--- config.mk ---
export PLATFORM = sky130hd
export DESIGN_NAME = series_adder_frame_packer
export DESIGN_NICKNAME = d
export VERILOG_FILES = /design/src/rtl/series_adder_frame_packer.sv
export SDC_FILE = /design/constraint.sdc
export NUM_CORES = 1
export LEC_CHECK = 0
export CAP_MARGIN = 20
export CORE_ASPECT_RATIO = 0.8
export CORE_MARGIN = 3
export CORE_UTILIZATION = 50
export CTS_CLUSTER_SIZE = 12
export DETAILED_ROUTE_END_ITERATION = 10
export GPL_ROUTABILITY_DRIVEN = 0
export HOLD_SLACK_MARGIN = 0.1
export PLACE_DENSITY = 0.76
export SYNTH_ARGS = -nofsm -noshare
export SYNTH_HDL_FRONTEND = slang
export SYNTH_SLANG_ARGS = --single-unit
--- constraint.sdc ---
create_clock -name clk -period 3.1 [get_ports clk]
set_input_delay 0.775 -clock clk [delete_from_list [all_inputs] [get_ports clk]]
set_output_delay 0.775 -clock clk [all_outputs]
set_load 0.01 [all_outputs]
--- src/rtl/series_adder_frame_packer.sv ---
// Double-buffered packer: collects W-bit words into M-word frames and hands each
// frame to the series adder streamer as one packed vector with a single-cycle valid pulse.
module series_adder_frame_packer #(
  parameter int M     = 8,
  parameter int W     = 32,
  parameter int CNT_W = 16
) (
  input  logic             clk,
  input  logic             rst_p,
  input  logic [W-1:0]     s_data,
  input  logic             s_valid,
  input  logic             s_last,
  output logic             s_ready,
  output logic [M*W-1:0]   data_o,
  output logic             data_vld,
  input  logic             data_rdy,
  output logic [CNT_W-1:0] frame_cnt,
  output logic             short_frame
);

  localparam int IDX_W = $clog2(M);

  typedef enum logic [1:0] {EMPTY, PEND, SENT} outState_e;

  logic [W-1:0]     fillWords_q [M];
  logic [IDX_W-1:0] fillIdx_q;
  logic             fillFull_q;
  logic             fillShort_q;

  outState_e        outState_q;
  logic [M*W-1:0]   data_q;
  logic             outShort_q;
  logic             dataVld_q;
  logic [CNT_W-1:0] frameCnt_q;
  logic             shortFrame_q;

  logic             accept;
  logic             atLastIdx;
  logic             closeNow;
  logic             outFree;
  logic             loadHeld;
  logic             load;
  logic [M*W-1:0]   frame_d;
  logic             frameShort_d;

  assign s_ready   = !fillFull_q;
  assign accept    = s_valid & s_ready;
  assign atLastIdx = (fillIdx_q == IDX_W'(M - 1));
  assign closeNow  = accept & (atLastIdx | s_last);
  // SENT counts as free: the streamer has already captured data_o on the pulse cycle.
  assign outFree   = (outState_q != PEND);
  assign loadHeld  = fillFull_q & outFree;
  assign load      = loadHeld | (closeNow & outFree);

  // The frame as it would look if loaded now: either the held frame or the
  // frame being closed by the current word, with words past it zero-padded.
  always_comb begin
    frame_d = '0;
    for (int k = 0; k < M; k++) begin
      if (fillFull_q) begin
        frame_d[W*k +: W] = fillWords_q[k];
      end else if (k < int'(fillIdx_q)) begin
        frame_d[W*k +: W] = fillWords_q[k];
      end else if (k == int'(fillIdx_q)) begin
        frame_d[W*k +: W] = s_data;
      end
    end
    frameShort_d = fillFull_q ? fillShort_q : (s_last & !atLastIdx);
  end

  always_ff @(posedge clk) begin
    if (rst_p) begin
      for (int k = 0; k < M; k++) begin
        fillWords_q[k] <= '0;
      end
      fillIdx_q   <= '0;
      fillFull_q  <= 1'b0;
      fillShort_q <= 1'b0;
    end else begin
      if (loadHeld) begin
        fillFull_q <= 1'b0;
      end
      if (accept) begin
        if (closeNow) begin
          fillIdx_q <= '0;
          if (!outFree) begin
            for (int k = 0; k < M; k++) begin
              fillWords_q[k] <= frame_d[W*k +: W];
            end
            fillFull_q  <= 1'b1;
            fillShort_q <= frameShort_d;
          end
        end else begin
          fillWords_q[fillIdx_q] <= s_data;
          fillIdx_q              <= fillIdx_q + IDX_W'(1);
        end
      end
    end
  end

  // Output buffer; data_rdy is deliberately ignored in SENT as a guard cycle.
  always_ff @(posedge clk) begin
    if (rst_p) begin
      outState_q   <= EMPTY;
      data_q       <= '0;
      outShort_q   <= 1'b0;
      dataVld_q    <= 1'b0;
      frameCnt_q   <= '0;
      shortFrame_q <= 1'b0;
    end else begin
      dataVld_q <= 1'b0;
      if (load) begin
        data_q     <= frame_d;
        outShort_q <= frameShort_d;
      end
      unique case (outState_q)
        EMPTY: begin
          if (load) outState_q <= PEND;
        end
        PEND: begin
          if (data_rdy) begin
            outState_q   <= SENT;
            dataVld_q    <= 1'b1;
            frameCnt_q   <= frameCnt_q + CNT_W'(1);
            shortFrame_q <= outShort_q;
          end
        end
        SENT: begin
          outState_q <= load ? PEND : EMPTY;
        end
        default: outState_q <= EMPTY;
      endcase
    end
  end

  assign data_o      = data_q;
  assign data_vld    = dataVld_q;
  assign frame_cnt   = frameCnt_q;
  assign short_frame = shortFrame_q;

endmodule

# Word-level counts from Yosys, hierarchy flattened
# Memories as Yosys holds them, arrays and structs flattened.
# Index checks and enable logic that the tools add are counted.
dict set report totals {
  mem_count 1
  mem_bits_rw 256
  reg_bits 282
  inputBits 37
}
dict set report op_classes {
  n_lt_le_gt_ge 7
  muxes 56
  n_bitwise 17
  reduce_logical 9
  eq_ne 13
  addsub 2
}
# name words width rd rd_ports_with_merged_regs write_ports line_no
set memory_table {}
lappend memory_table {fillWords_q 8 32 8 0 8 25} ;# logic [W-1:0] fillWords_q [M];
# cell count
set ops {}
lappend ops {{$mux 32} 32}
lappend ops {{$reduce_or 32->1} 1}
lappend ops {{$mux 1} 19}
lappend ops {{$add 16x1->16 const B} 1}
lappend ops {{$eq 3x3->1 const A} 4}
lappend ops {{$or 1x1->1} 10}
lappend ops {{$lt 3x3->1 const A} 3}
lappend ops {{$eq 2x3->1 const A} 2}
lappend ops {{$lt 1x3->1 const A} 2}
lappend ops {{$lt 2x3->1 const A} 2}
lappend ops {{$mux 3} 2}
lappend ops {{$pmux 2 s3} 1}
lappend ops {{$and 1x1->1} 5}
lappend ops {{$mux 2} 2}
lappend ops {{$ne 2x2->1 const B} 2}
lappend ops {{$reduce_and 2->1} 2}
lappend ops {{$add 3x1->3 const B} 1}
lappend ops {{$eq 1x3->1 const A} 1}
lappend ops {{$eq 3x3->1 const B} 1}
lappend ops {{$logic_not 3->1} 1}
lappend ops {{$reduce_and 3->1} 1}
lappend ops {{$eq 2x1->1 const B} 1}
lappend ops {{$eq 2x2->1 const B} 1}
lappend ops {{$logic_not 1->1} 2}
lappend ops {{other kinds (4)} 5}

# Depth between registers and ports, before layout
dict set report depth {
  depth_word 9
  mapped_depth 8
  ltp_nobuf 6
}

# Least setup slack after synthesis
# No wires, ideal clock.
dict set report synth_path {
  path_kind {input port to flip-flop}
  start {input rst_p}
  end {memory fillWords_q[6][0] (enable)}
  setup_slack_ns 0.118
  required_time_ns 2.710
  t_arrival_ns 2.592
  path_buffers 1
  setup_ns 0.390
  stages 4
  path_cell_list {or4b_1 > buf_4 > nor4b_4 > or3_1}
}
# item line_no
set synth_lines {}
lappend synth_lines {{start: declaration} 9} ;# input logic rst_p,
lappend synth_lines {{end: declaration} 25}

==> results.md <==
* Final period util at 0.9498
* RSZ-0062 raised after global routing: false
* Post-Syn Area at ~24000 um2
* CTS sink count at between 500 and 600
* P&R area growth vs syn at 23.91%
* IO Pins at 312
* Fin Setup TNS at 0 ns
* Distinct cells, synth at 42
* Height of the chip at roughly 200 um
* Worst-path clk slew at 0.06 ns
* DR WL/cell at between 20 and 25 um
* Tmin final at roughly 2.9 ns
* Maximum vdd drop at approximately 0.40 mV
* FILL cells at ~3700
* Flops & latches, synth at roughly 540
* Leakage at 10.05 nW
* Tightest Hold Check Type: reg -> reg
* Global-route wire length before repair at 115900 um
* Final std cells w/o fill at approximately 3300
* Max Fclk at 339.6 MHz
* Fin Clk Skew at 0.03159 ns
* Post-CTS Resized at 0
* Setup violations, final at 0
* Final Max Tran Viols at 0
* Share of power burned in registers at 0.493
* Initial antenna violation count at 1
* DR vias/cell at between 6 and 7
* Slew @ Worst Pin at just under 1 ns
* Vias in the first global route at roughly 19000
* PD cells at approximately 560 nW/um2
* Syn_nets at 2445
* # H-tree levels at 2
* # nets final at 2646
* Drt first pass iters at 6
* Pint at approximately 12 mW
* Post-synth top area share at 0.3253
* GRT busiest layer: met2
* Residual DRC at 0
* Largest net degree at the start of global routing at ~170
* Gr usage total at 0.2895
* Critical Path RT at between 3 and 4 ns
* Number of antenna diodes at 0
* Synthesized instance count at 2401
* Post-Syn Area per Cell at between 9 and 10 um2
* Layout cell share with drive strength beyond 1 at 0.07902
* Placed cell count at 3157
* Worst setup EP type: flop
* Die width at around 250 um
* Outcome: finished, final reports clean
* Clk pwr share at 0.382
* Crit Path Max Fanout at 24
* Total Wirelength at approximately 75000 um
* Total grt overflow at 0
* Max_cap viols at 0
* Synth warn at 0
* Worst skew pair latency at between 0.6 and 0.7 ns
* Ranking of synthesized cells by area: edfxtp_1 33%, dfxtp_1 24%, a211oi_1 8.2%
* Crit path DAT at between 3 and 4 ns
* Post-DRT Antenna Nets at 0
* Initial Utilization at 0.5121
* Post-detail-place hpwl at 47480 um
* Vias at between 20000 and 25000
* Net Sw Frac at 0.2505
* Met3 Use GR at 0.08199
* Combinational share of power at 0.125
* CTS Root Cell: clkbuf_16
* Grt met2 use at 0.4233
* CP startpoint kind: flop
* DRT iter0 DRCs at ~2400
* CTS Hold Bufs at 0
* PortBufs at 311
* Final hold vios at 0
* Row Count at 70
* Critical path class: reg -> reg
* Clock buffer count from CTS at 54
* CTS max path bufs at 3
* Cell taking the most area after synthesis: edfxtp_1
* Core Area at 46160 um2
* Slew margin rel. at 0.3368
* Sw Pwr at just over 4 mW
* Post-synthesis sequential area ratio at 0.5641
* CTS tree: built
* Met1 usage in global routing at 0.4188
* Die area at approximately 50000 um2
* Buffers inserted by post-CTS timing repair at 0
## routing by layer
| layer | share of wire | wire (um) |
|---|---|---|
| met5 | 0.0012 | 93 |
| met4 | 0.026 | 1909 |
| met3 | 0.12 | 9151 |
| met2 | 0.44 | 33080 |
| met1 | 0.41 | 30550 |
## cell usage after synthesis, drive strengths merged
cell / count
mux2i: 33
nor2b: 38
clkbuf: 217
ha: 7
a22oi: 97
nand4b: 1
nand2: 266
clkinv: 1
or4: 1
edfxtp: 256
a211oi: 258
xor2: 4
a31o: 2
xnor2: 7
and3: 131
inv: 6
nor3: 7
nor2: 25
or3: 9
nor4: 13
dfxtp: 282
or4b: 1
or2: 3
and4: 1
o21ai: 260
o22a: 1
buf: 58
a21oi: 363
and2: 1
nand2b: 5
a31oi: 32
and4b: 1
o2bb2ai: 1
nand4: 3
a21o: 1
nor4b: 2
nand3: 7
## logic make-up after synthesis
logic type / count (synthesis) / synth area share
XOR/XNOR: 11 / 0.004076
buffers and inverters: 282 / 0.04854
multiplexers: 33 / 0.01398
AO/OA/AOI/OAI: 1015 / 0.2550
flip-flops: 538 / 0.5641
adder cells (fa/ha/maj): 7 / 0.003705
AND/OR/NAND/NOR: 515 / 0.1106
## through the flow
| stage | setup WS [ns] | area [um2] | utilization | hold WS [ns] | power (mW) |
|---|---|---|---|---|---|
| 4_1_cts | 0.05587 | 29260 | 0.6339 | 0.4659 | 16.41 |
| 2_1_floorplan | 0.1179 | 23640 | - | 0.4327 | 9.166 |
| 6_report | 0.1556 | 29290 | 0.6345 | 0.4655 | 16.37 |
| 3_3_place_gp | 0.05699 | 27580 | 0.5976 | 0.4446 | 10.19 |
| 5_1_grt | 0.007539 | 29290 | 0.6345 | 0.4802 | 16.90 |
| 3_5_place_dp | 0.02825 | 27610 | 0.5982 | 0.4465 | 10.24 |
## sequential cells by signal, indices dropped and copies added, names as in the netlist
name	flops
outState_q	2
frame_cnt	16
data_o	256
fillShort_q	1
short_frame	1
fillFull_q	1
data_vld	1
outShort_q	1
fillWords_q	256
fillIdx_q	3
## area by class of cell
class	count	area [um2]	share of cell area
clock inverter	5	58.81	0.002008
tap	612	765.7	0.02615
clock buffer	94	1592	0.05434
timing repair buffer	420	4264	0.1456
sequential	538	13340	0.4553
inverter	7	26.28	0.0008972
multi-input combinational	1581	9245	0.3157
## power by group through the flow
stage | registers (mW) | logic [mW] | clock network, mW
after floorplan | 8.28 | 0.890 | 0
after global placement | 8.20 | 1.98 | 0
after detailed placement | 8.21 | 2.02 | 0
after CTS | 8.07 | 2.03 | 6.30
after global routing | 8.11 | 2.19 | 6.60
final | 8.07 | 2.05 | 6.25
## final timing paths
kind | start | end | slack, ns | cells after the start
max | fillIdx_q[2]$_SDFFE_PP0N_ | fillWords_q[3][29]$_DFFE_PP_ | 0.16 | 6
max reg2reg | fillIdx_q[2]$_SDFFE_PP0N_ | fillWords_q[3][29]$_DFFE_PP_ | 0.16 | 6
min | fillShort_q$_SDFFE_PP0P_ | fillShort_q$_SDFFE_PP0P_ | 0.47 | 1
min reg2reg | fillShort_q$_SDFFE_PP0P_ | fillShort_q$_SDFFE_PP0P_ | 0.47 | 1
## cell usage in the layout (no fill, tap or decap), types with 3 or more instances in the layout
| cell type | netlist | final |
|---|---|---|
| xnor2_1 | 7 | 7 |
| nor3_1 | 7 | 5 |
| nor4_1 | 7 | 6 |
| or2_2 | 3 | 3 |
| nand2b_1 | 5 | 4 |
| nor2b_2 | 0 | 4 |
| nand4_1 | 3 | 3 |
| ha_1 | 7 | 7 |
| buf_12 | 0 | 23 |
| buf_4 | 10 | 84 |
| o21ai_0 | 193 | 193 |
| a22oi_1 | 97 | 97 |
| clkbuf_1 | 216 | 30 |
| nand3_1 | 7 | 7 |
| nor2_1 | 25 | 23 |
| and3_1 | 131 | 131 |
| a21oi_1 | 363 | 362 |
| nand2_1 | 266 | 266 |
| clkbuf_16 | 0 | 55 |
| nor2b_1 | 38 | 34 |
| xor2_1 | 4 | 4 |
| a31oi_1 | 32 | 32 |
| a211oi_1 | 258 | 257 |
| clkbuf_8 | 0 | 6 |
| inv_1 | 6 | 6 |
| o21ai_1 | 67 | 64 |
| dfxtp_1 | 282 | 280 |
| or3_1 | 9 | 9 |
| edfxtp_1 | 256 | 256 |
| mux2i_1 | 33 | 33 |
| clkdlybuf4s50_1 | 0 | 310 |
| nor4_4 | 6 | 6 |
## worst max-delay path: stages, from the launching register on
cell	delay, ns
dfxtp_2	0.60
clkinv_1	0.56
ha_1	0.60
buf_16	0.24
and3_1	0.17
a21oi_1	0.38
o21ai_1	0.09
No activity file was read; power rests on OpenSTA's default activity.
